`src/rtl/mips_pkg.sv`:
```
`default_nettype none
// ============================================================================
// Package : mips_pkg
// Brief   : Opcodes, datapath mux encodings, sequencer states and control word
// Rev     : 1.0
// ============================================================================
package mips_pkg;

    localparam logic [5:0] c_R_TYPE = 6'h00;
    localparam logic [5:0] c_LW     = 6'h23;
    localparam logic [5:0] c_SW     = 6'h2B;
    localparam logic [5:0] c_BEQ    = 6'h04;
    localparam logic [5:0] c_ADDI   = 6'h08;
    localparam logic [5:0] c_J      = 6'h02;

    localparam logic [1:0] c_ALU_ADD   = 2'b00;
    localparam logic [1:0] c_ALU_SUB   = 2'b01;
    localparam logic [1:0] c_ALU_FUNCT = 2'b10;

    localparam logic [1:0] c_PC_ALU    = 2'd0;
    localparam logic [1:0] c_PC_ALUOUT = 2'd1;
    localparam logic [1:0] c_PC_JUMP   = 2'd2;

    localparam logic [1:0] c_SRCB_REGB    = 2'd0;
    localparam logic [1:0] c_SRCB_FOUR    = 2'd1;
    localparam logic [1:0] c_SRCB_IMM     = 2'd2;
    localparam logic [1:0] c_SRCB_IMM_SH2 = 2'd3;

    typedef enum logic [3:0] {
        S_FETCH   = 4'd0,
        S_DECODE  = 4'd1,
        S_MEM_ADR = 4'd2,
        S_MEM_RD  = 4'd3,
        S_MEM_WB  = 4'd4,
        S_MEM_WR  = 4'd5,
        S_EXEC    = 4'd6,
        S_ALU_WB  = 4'd7,
        S_ADDI_EX = 4'd8,
        S_ADDI_WB = 4'd9,
        S_BRANCH  = 4'd10,
        S_JUMP    = 4'd11,
        S_ERR     = 4'd12
    } state_t;

    typedef struct packed {
        logic       mem_req;
        logic       iord;
        logic       mem_read;
        logic       mem_write;
        logic       ir_write;
        logic       pc_write;
        logic       pc_write_cond;
        logic [1:0] pc_src;
        logic       alu_src_a;
        logic [1:0] alu_src_b;
        logic [1:0] alu_op;
        logic       reg_dst;
        logic       mem_toreg;
        logic       reg_write;
    } ctrl_word_t;

    // States whose exit to FETCH retires an instruction.
    function automatic logic is_final_state(input state_t s);
        return (s == S_MEM_WB) || (s == S_MEM_WR) || (s == S_ALU_WB) ||
               (s == S_ADDI_WB) || (s == S_BRANCH) || (s == S_JUMP);
    endfunction

endpackage
`default_nettype wire

```
`src/rtl/ctrl_state_decode.sv`:
```
`default_nettype none
// ============================================================================
// Module : ctrl_state_decode
// Brief  : Combinational state -> datapath control word decode
// Rev    : 1.0
// ============================================================================
module ctrl_state_decode
    import mips_pkg::*;
(
    input  state_t     i_state,
    input  logic       i_mem_ready,
    output ctrl_word_t o_ctrl
);

    always_comb begin
        o_ctrl = '0;
        case (i_state)
            S_FETCH: begin
                o_ctrl.mem_req   = 1'b1;
                o_ctrl.mem_read  = 1'b1;
                o_ctrl.alu_src_b = c_SRCB_FOUR;
                o_ctrl.alu_op    = c_ALU_ADD;
                o_ctrl.pc_src    = c_PC_ALU;
                // IR and PC capture only on the cycle the fetch completes.
                o_ctrl.ir_write  = i_mem_ready;
                o_ctrl.pc_write  = i_mem_ready;
            end
            S_DECODE: begin
                o_ctrl.alu_src_b = c_SRCB_IMM_SH2;
                o_ctrl.alu_op    = c_ALU_ADD;
            end
            S_MEM_ADR, S_ADDI_EX: begin
                o_ctrl.alu_src_a = 1'b1;
                o_ctrl.alu_src_b = c_SRCB_IMM;
                o_ctrl.alu_op    = c_ALU_ADD;
            end
            S_MEM_RD: begin
                o_ctrl.mem_req  = 1'b1;
                o_ctrl.mem_read = 1'b1;
                o_ctrl.iord     = 1'b1;
            end
            S_MEM_WB: begin
                o_ctrl.reg_write = 1'b1;
                o_ctrl.mem_toreg = 1'b1;
            end
            S_MEM_WR: begin
                o_ctrl.mem_req   = 1'b1;
                o_ctrl.mem_write = 1'b1;
                o_ctrl.iord      = 1'b1;
            end
            S_EXEC: begin
                o_ctrl.alu_src_a = 1'b1;
                o_ctrl.alu_src_b = c_SRCB_REGB;
                o_ctrl.alu_op    = c_ALU_FUNCT;
            end
            S_ALU_WB: begin
                o_ctrl.reg_write = 1'b1;
                o_ctrl.reg_dst   = 1'b1;
            end
            S_ADDI_WB: begin
                o_ctrl.reg_write = 1'b1;
            end
            S_BRANCH: begin
                o_ctrl.alu_src_a     = 1'b1;
                o_ctrl.alu_src_b     = c_SRCB_REGB;
                o_ctrl.alu_op        = c_ALU_SUB;
                o_ctrl.pc_write_cond = 1'b1;
                o_ctrl.pc_src        = c_PC_ALUOUT;
            end
            S_JUMP: begin
                o_ctrl.pc_write = 1'b1;
                o_ctrl.pc_src   = c_PC_JUMP;
            end
            default: o_ctrl = '0;
        endcase
    end

endmodule
`default_nettype wire

```
`src/rtl/multicycle_ctrl_fsm.sv`:
```
`default_nettype none
// ============================================================================
// Module : multicycle_ctrl_fsm
// Brief  : Multicycle MIPS sequencer (r_type, lw, sw, beq, addi, j) with a
//          mem_ready stall handshake. MULTICYCLE_CTRL_PERF_EN adds counters.
// Rev    : 1.0
// ============================================================================
module multicycle_ctrl_fsm
    import mips_pkg::*;
#(
    parameter int PERF_W = 32
) (
    input  logic       clk,
    input  logic       rst,
    input  logic [5:0] opcode,
    input  logic       mem_ready,
    output logic       mem_req,
    output logic       iord,
    output logic       mem_read,
    output logic       mem_write,
    output logic       ir_write,
    output logic       pc_write,
    output logic       pc_write_cond,
    output logic [1:0] pc_src,
    output logic       alu_src_a,
    output logic [1:0] alu_src_b,
    output logic [1:0] alu_op,
    output logic       reg_dst,
    output logic       mem_toreg,
    output logic       reg_write,
    output logic       err_illegal_opcode
`ifdef MULTICYCLE_CTRL_PERF_EN
    ,
    output logic [PERF_W-1:0] perf_cycles,
    output logic [PERF_W-1:0] perf_instrs
`endif
);

    state_t     r_state;
    state_t     w_state_next;
    logic       r_err;
    ctrl_word_t w_ctrl;
    ctrl_word_t w_ctrl_out;

    if (PERF_W < 1) begin : g_perf_w_check
        $error("PERF_W must be at least 1");
    end

    always_comb begin
        w_state_next = r_state;
        case (r_state)
            S_FETCH:   if (mem_ready) w_state_next = S_DECODE;
            S_DECODE: begin
                case (opcode)
                    c_LW, c_SW: w_state_next = S_MEM_ADR;
                    c_R_TYPE:   w_state_next = S_EXEC;
                    c_BEQ:      w_state_next = S_BRANCH;
                    c_ADDI:     w_state_next = S_ADDI_EX;
                    c_J:        w_state_next = S_JUMP;
                    default:    w_state_next = S_ERR;
                endcase
            end
            S_MEM_ADR: begin
                // Anything but lw/sw here means the IR was corrupted mid-flight.
                if (opcode == c_LW)      w_state_next = S_MEM_RD;
                else if (opcode == c_SW) w_state_next = S_MEM_WR;
                else                     w_state_next = S_ERR;
            end
            S_MEM_RD:  if (mem_ready) w_state_next = S_MEM_WB;
            S_MEM_WR:  if (mem_ready) w_state_next = S_FETCH;
            S_EXEC:    w_state_next = S_ALU_WB;
            S_ADDI_EX: w_state_next = S_ADDI_WB;
            S_MEM_WB, S_ALU_WB, S_ADDI_WB, S_BRANCH, S_JUMP:
                       w_state_next = S_FETCH;
            S_ERR:     w_state_next = S_ERR;
            default:   w_state_next = S_FETCH;
        endcase
    end

    always_ff @(posedge clk) begin
        if (rst) begin
            r_state <= S_FETCH;
            r_err   <= 1'b0;
        end else begin
            r_state <= w_state_next;
            if (w_state_next == S_ERR) begin
                r_err <= 1'b1;
            end
        end
    end

    ctrl_state_decode u_decode (
        .i_state     (r_state),
        .i_mem_ready (mem_ready),
        .o_ctrl      (w_ctrl)
    );

    // Reset kills any in-flight access in the same cycle it is asserted.
    assign w_ctrl_out = rst ? '0 : w_ctrl;

    assign mem_req            = w_ctrl_out.mem_req;
    assign iord               = w_ctrl_out.iord;
    assign mem_read           = w_ctrl_out.mem_read;
    assign mem_write          = w_ctrl_out.mem_write;
    assign ir_write           = w_ctrl_out.ir_write;
    assign pc_write           = w_ctrl_out.pc_write;
    assign pc_write_cond      = w_ctrl_out.pc_write_cond;
    assign pc_src             = w_ctrl_out.pc_src;
    assign alu_src_a          = w_ctrl_out.alu_src_a;
    assign alu_src_b          = w_ctrl_out.alu_src_b;
    assign alu_op             = w_ctrl_out.alu_op;
    assign reg_dst            = w_ctrl_out.reg_dst;
    assign mem_toreg          = w_ctrl_out.mem_toreg;
    assign reg_write          = w_ctrl_out.reg_write;
    assign err_illegal_opcode = r_err & ~rst;

`ifdef MULTICYCLE_CTRL_PERF_EN
    logic [PERF_W-1:0] r_perf_cycles;
    logic [PERF_W-1:0] r_perf_instrs;

    always_ff @(posedge clk) begin
        if (rst) begin
            r_perf_cycles <= '0;
            r_perf_instrs <= '0;
        end else begin
            if (r_state != S_ERR) begin
                r_perf_cycles <= r_perf_cycles + PERF_W'(1);
            end
            if (is_final_state(r_state) && (w_state_next == S_FETCH)) begin
                r_perf_instrs <= r_perf_instrs + PERF_W'(1);
            end
        end
    end

    assign perf_cycles = r_perf_cycles;
    assign perf_instrs = r_perf_instrs;
`endif

endmodule
`default_nettype wire

```
`config.mk`:
```
export PLATFORM = sky130hd
export DESIGN_NAME = multicycle_ctrl_fsm
export DESIGN_NICKNAME = d
export VERILOG_FILES = /design/src/rtl/mips_pkg.sv /design/src/rtl/ctrl_state_decode.sv /design/src/rtl/multicycle_ctrl_fsm.sv
export SDC_FILE = /design/constraint.sdc
export NUM_CORES = 1
export LEC_CHECK = 0
export CORE_MARGIN = 8
export CORE_UTILIZATION = 37
export DETAILED_ROUTE_END_ITERATION = 10
export GPL_TIMING_DRIVEN = 0
export PLACE_DENSITY_LB_ADDON = 0.15
export SLEW_MARGIN = 20
export SYNTH_ARGS = -nofsm -noshare
export SYNTH_HDL_FRONTEND = slang
export SYNTH_SLANG_ARGS = --single-unit
```
`constraint.sdc`:
```
create_clock -name clk -period 1.6 [get_ports clk]
set_clock_uncertainty 0.1 [all_clocks]
set_input_delay 0.4 -clock clk [delete_from_list [all_inputs] [get_ports clk]]
set_output_delay 0.4 -clock clk [all_outputs]
set_load 0.005 [all_outputs]
```
==> flow_summary.ini <==
[die]
die_h_um = 58.0
dieArea_mm2 = 0.00336
die_x_um = 58.0
placementRows = 15
io_pins = 27
core-area_mm2 = 0.00169
start_util = 0.386

[detailed_routing]
wl_met3_um = 256
highest_layer = met4
avgViaCountPerCell = 6.07
wirelength_um = 3640
drcViolationCount = 0
drtIter0Drc = 52
first_pass_iters = 4
ant_nets = 0
post_drt_wl_per_cell_um = 20.8
wl_met1_um = 1420
routed-via-count = 1063
route.met2.wl_um = 1750

[cts]
clk_pin_slew_ns = 0.04
hold_buffers = 0
cts_buffer_depth = 2
root_buffer = clkbuf_4
numCtsBuffers = 3
h-tree-depth = 1
worstSkewPairLatency_ns = 0.25
cts_tree = built
cts_sinks = 5

[logic_synthesis]
synth-xor-area-share = 0.0403
synth_area_per_cell_um2 = 6.72
synth_top_cell_by_area = dfxtp_1
yosysMostFrequentCell = nor2_1
synth_top_family_by_area = simple AND/OR/NAND/NOR gates
synthMuxAreaShare = 0.0173
syn_inst = 97
synth_top_area_share = 0.154
async_reset_ff_frac = 0
synth_area_leaders = dfxtp_1 (15%), nor2_1 (12%), a21oi_1 (5.4%), nor3_1 (5.4%), nor4_1 (4.8%)
ys_seq_area_frac = 0.154
syn-cell-area_um2 = 652
yosysWarningCount = 0
synth_compound_area_frac = 0.244
synth_cell_types = 33
synth-main-ff-cell = dfxtp_1
yosys.area_share.simple = 0.491
synth_edf_count = 0
synth-seq-cells = 5
yosys.area_share.adder = 0
synth_common_cells = nor2_1 (21), a21oi_1 (7), nor3_1 (7)
syn_nets = 106

[critical_path]
r2r.worst_path.cells = 7
cp.arrival_ns = 1.51
critical_path.max_stage_delay_ns = 0.33
crit_chain = buf_8, buf_4, nor4_4, nor3b_2, or2_1, buf_2
cp_slowest_cell = dfxtp_2
path_delay_family = simple AND/OR/NAND/NOR gates
path_buf_inv = 3
worstPathMaxFanout = 6
crit_type = flop to output port
worstPathRequired_ns = 1.10
start_kind = flop
crit_path_end_kind = output port
cp.depth = 6

[timing]
hold_violations = 0
setup_slack_ns = -0.414
setup_tns_ns = -4.47
slew_headroom = 0.739
min_period_ns = 2.01
timing.fmax_mhz = 497
slew_viol_final = 0
setup_viol_count_final = 20
min_period_over_period = 1.26
worst_pin_slew_ns = 0.381
rsz0062_at_grt = yes

[grt]
grt_overflow = 0
grt_pass1_wl_um = 4930
antenna_found_initial = 0
grt_util_all_layers = 0.185
grt_max_degree = 11
first_global_vias = 1037

[placed_design]
pre_cts_ws_ns = -1.07
portBuffers = 26
dpl.hpwl_um = 1630
gp_congestion = 0.873

[power]
power.total_uw = 1080
p_int_uw = 635
net-switching-power_uw = 445
clockPowerShare = 0.144
leakagePower_uw = 0.000634
powerDensity_mw_per_mm2 = 754
power_frac_comb = 0.700
vdd_ir_drop_max_uv = 545
seqPwrFrac = 0.156
p_sw_frac = 0.412

[worst_hold_path]
hold_class = flop to flop
min_path_cells = 2

[cells_and_area]
nNetsFinal = 168
final_core_util = 0.848
drive_above_1_share = 0.690
fill_cells = 86
area_delta_synth_final_pct = 120
antenna_cells = 0

[run]
drv_cap = 0

[outcome]
outcome = complete, but fails checks
failed_checks = negative setup slack
sequential cells by signal, indices dropped and copies added, names as in the netlist:
signal / count
r_err: 1
r_state: 4
worst register-to-register path, delay by kind of cell, from the launching register on:
| family | cells | cell delay [ns] |
|---|---|---|
| compound gates | 2 | 0.37 |
| xor+xnor | 1 | 0.18 |
| buf+inv | 3 | 0.40 |
| simple gates | 1 | 0.09 |
| flops | 1 | 0.36 |
layer usage:
metal  up-vias  GRT usage
met5         -          0
met4         0     0.0769
met3        23     0.0530
met2        67      0.344
met1       494      0.187
li1        479          -
final timing paths:
kind,from,endpoint,slack (ns)
setup / recovery,r_state[2],pc_write,-0.41
setup reg to reg,r_state[0],r_err,-0.04
hold reg to reg,r_err,r_err,0.38
hold / removal,r_err,r_err,0.38
power by group through the flow:
stage | registers, µW | logic (µW) | clock network, µW
final | 168 | 756 | 156
after global routing | 169 | 794 | 172
after CTS | 170 | 571 | 153
after detailed placement | 165 | 413 | 0
after global placement | 165 | 406 | 0
after floorplan | 159 | 265 | 0
cell families after synthesis:
group                     Yosys count
muxes                               1
AOI/OAI and AO/OA                  20
xor gates and xnor gates            3
buffers and inverters               8
and+or+nand+nor                    60
DFF                                 5
stage by stage:
stage | hold slack [ns] | area, µm² | cells
2_1_floorplan | 0.341 | 697 | 97
3_3_place_gp | 0.354 | 978 | 140
3_5_place_dp | 0.364 | 978 | 140
4_1_cts | 0.370 | 1240 | 166
5_1_grt | 0.411 | 1430 | 175
6_report | 0.382 | 1430 | 175
placed cells by master (no fill, tap or decap), drive strengths merged, types with 4 or more instances in the layout:
cell and instances:
buf 58, nor2 21, a21oi 9, nor3 7, nor4 5, clkbuf 5
dfxtp 5, dlygate4sd2 4, nand2b 4, nand2 4, or2 4
area by class of cell:
type	count	area (µm²)	share of cell area
Timing Repair Buffer	57	415	0.290
Inverter	2	7.51	0.00524
Sequential cell	5	113	0.0786
Clock buffer	4	26.3	0.0183
Buffer	6	85.1	0.0594
Multi-Input combinational cell	84	764	0.534
Tap cell	17	21.3	0.0148
timing repair:
action                                  4_1_cts  5_1_grt
endpoints found under the hold margin         0        0
gates resized for setup                     134       32
endpoints found under the setup margin       23       19
buffers inserted                             22       11
pin swaps                                    14       13
Power figures use the tool's default switching activity.
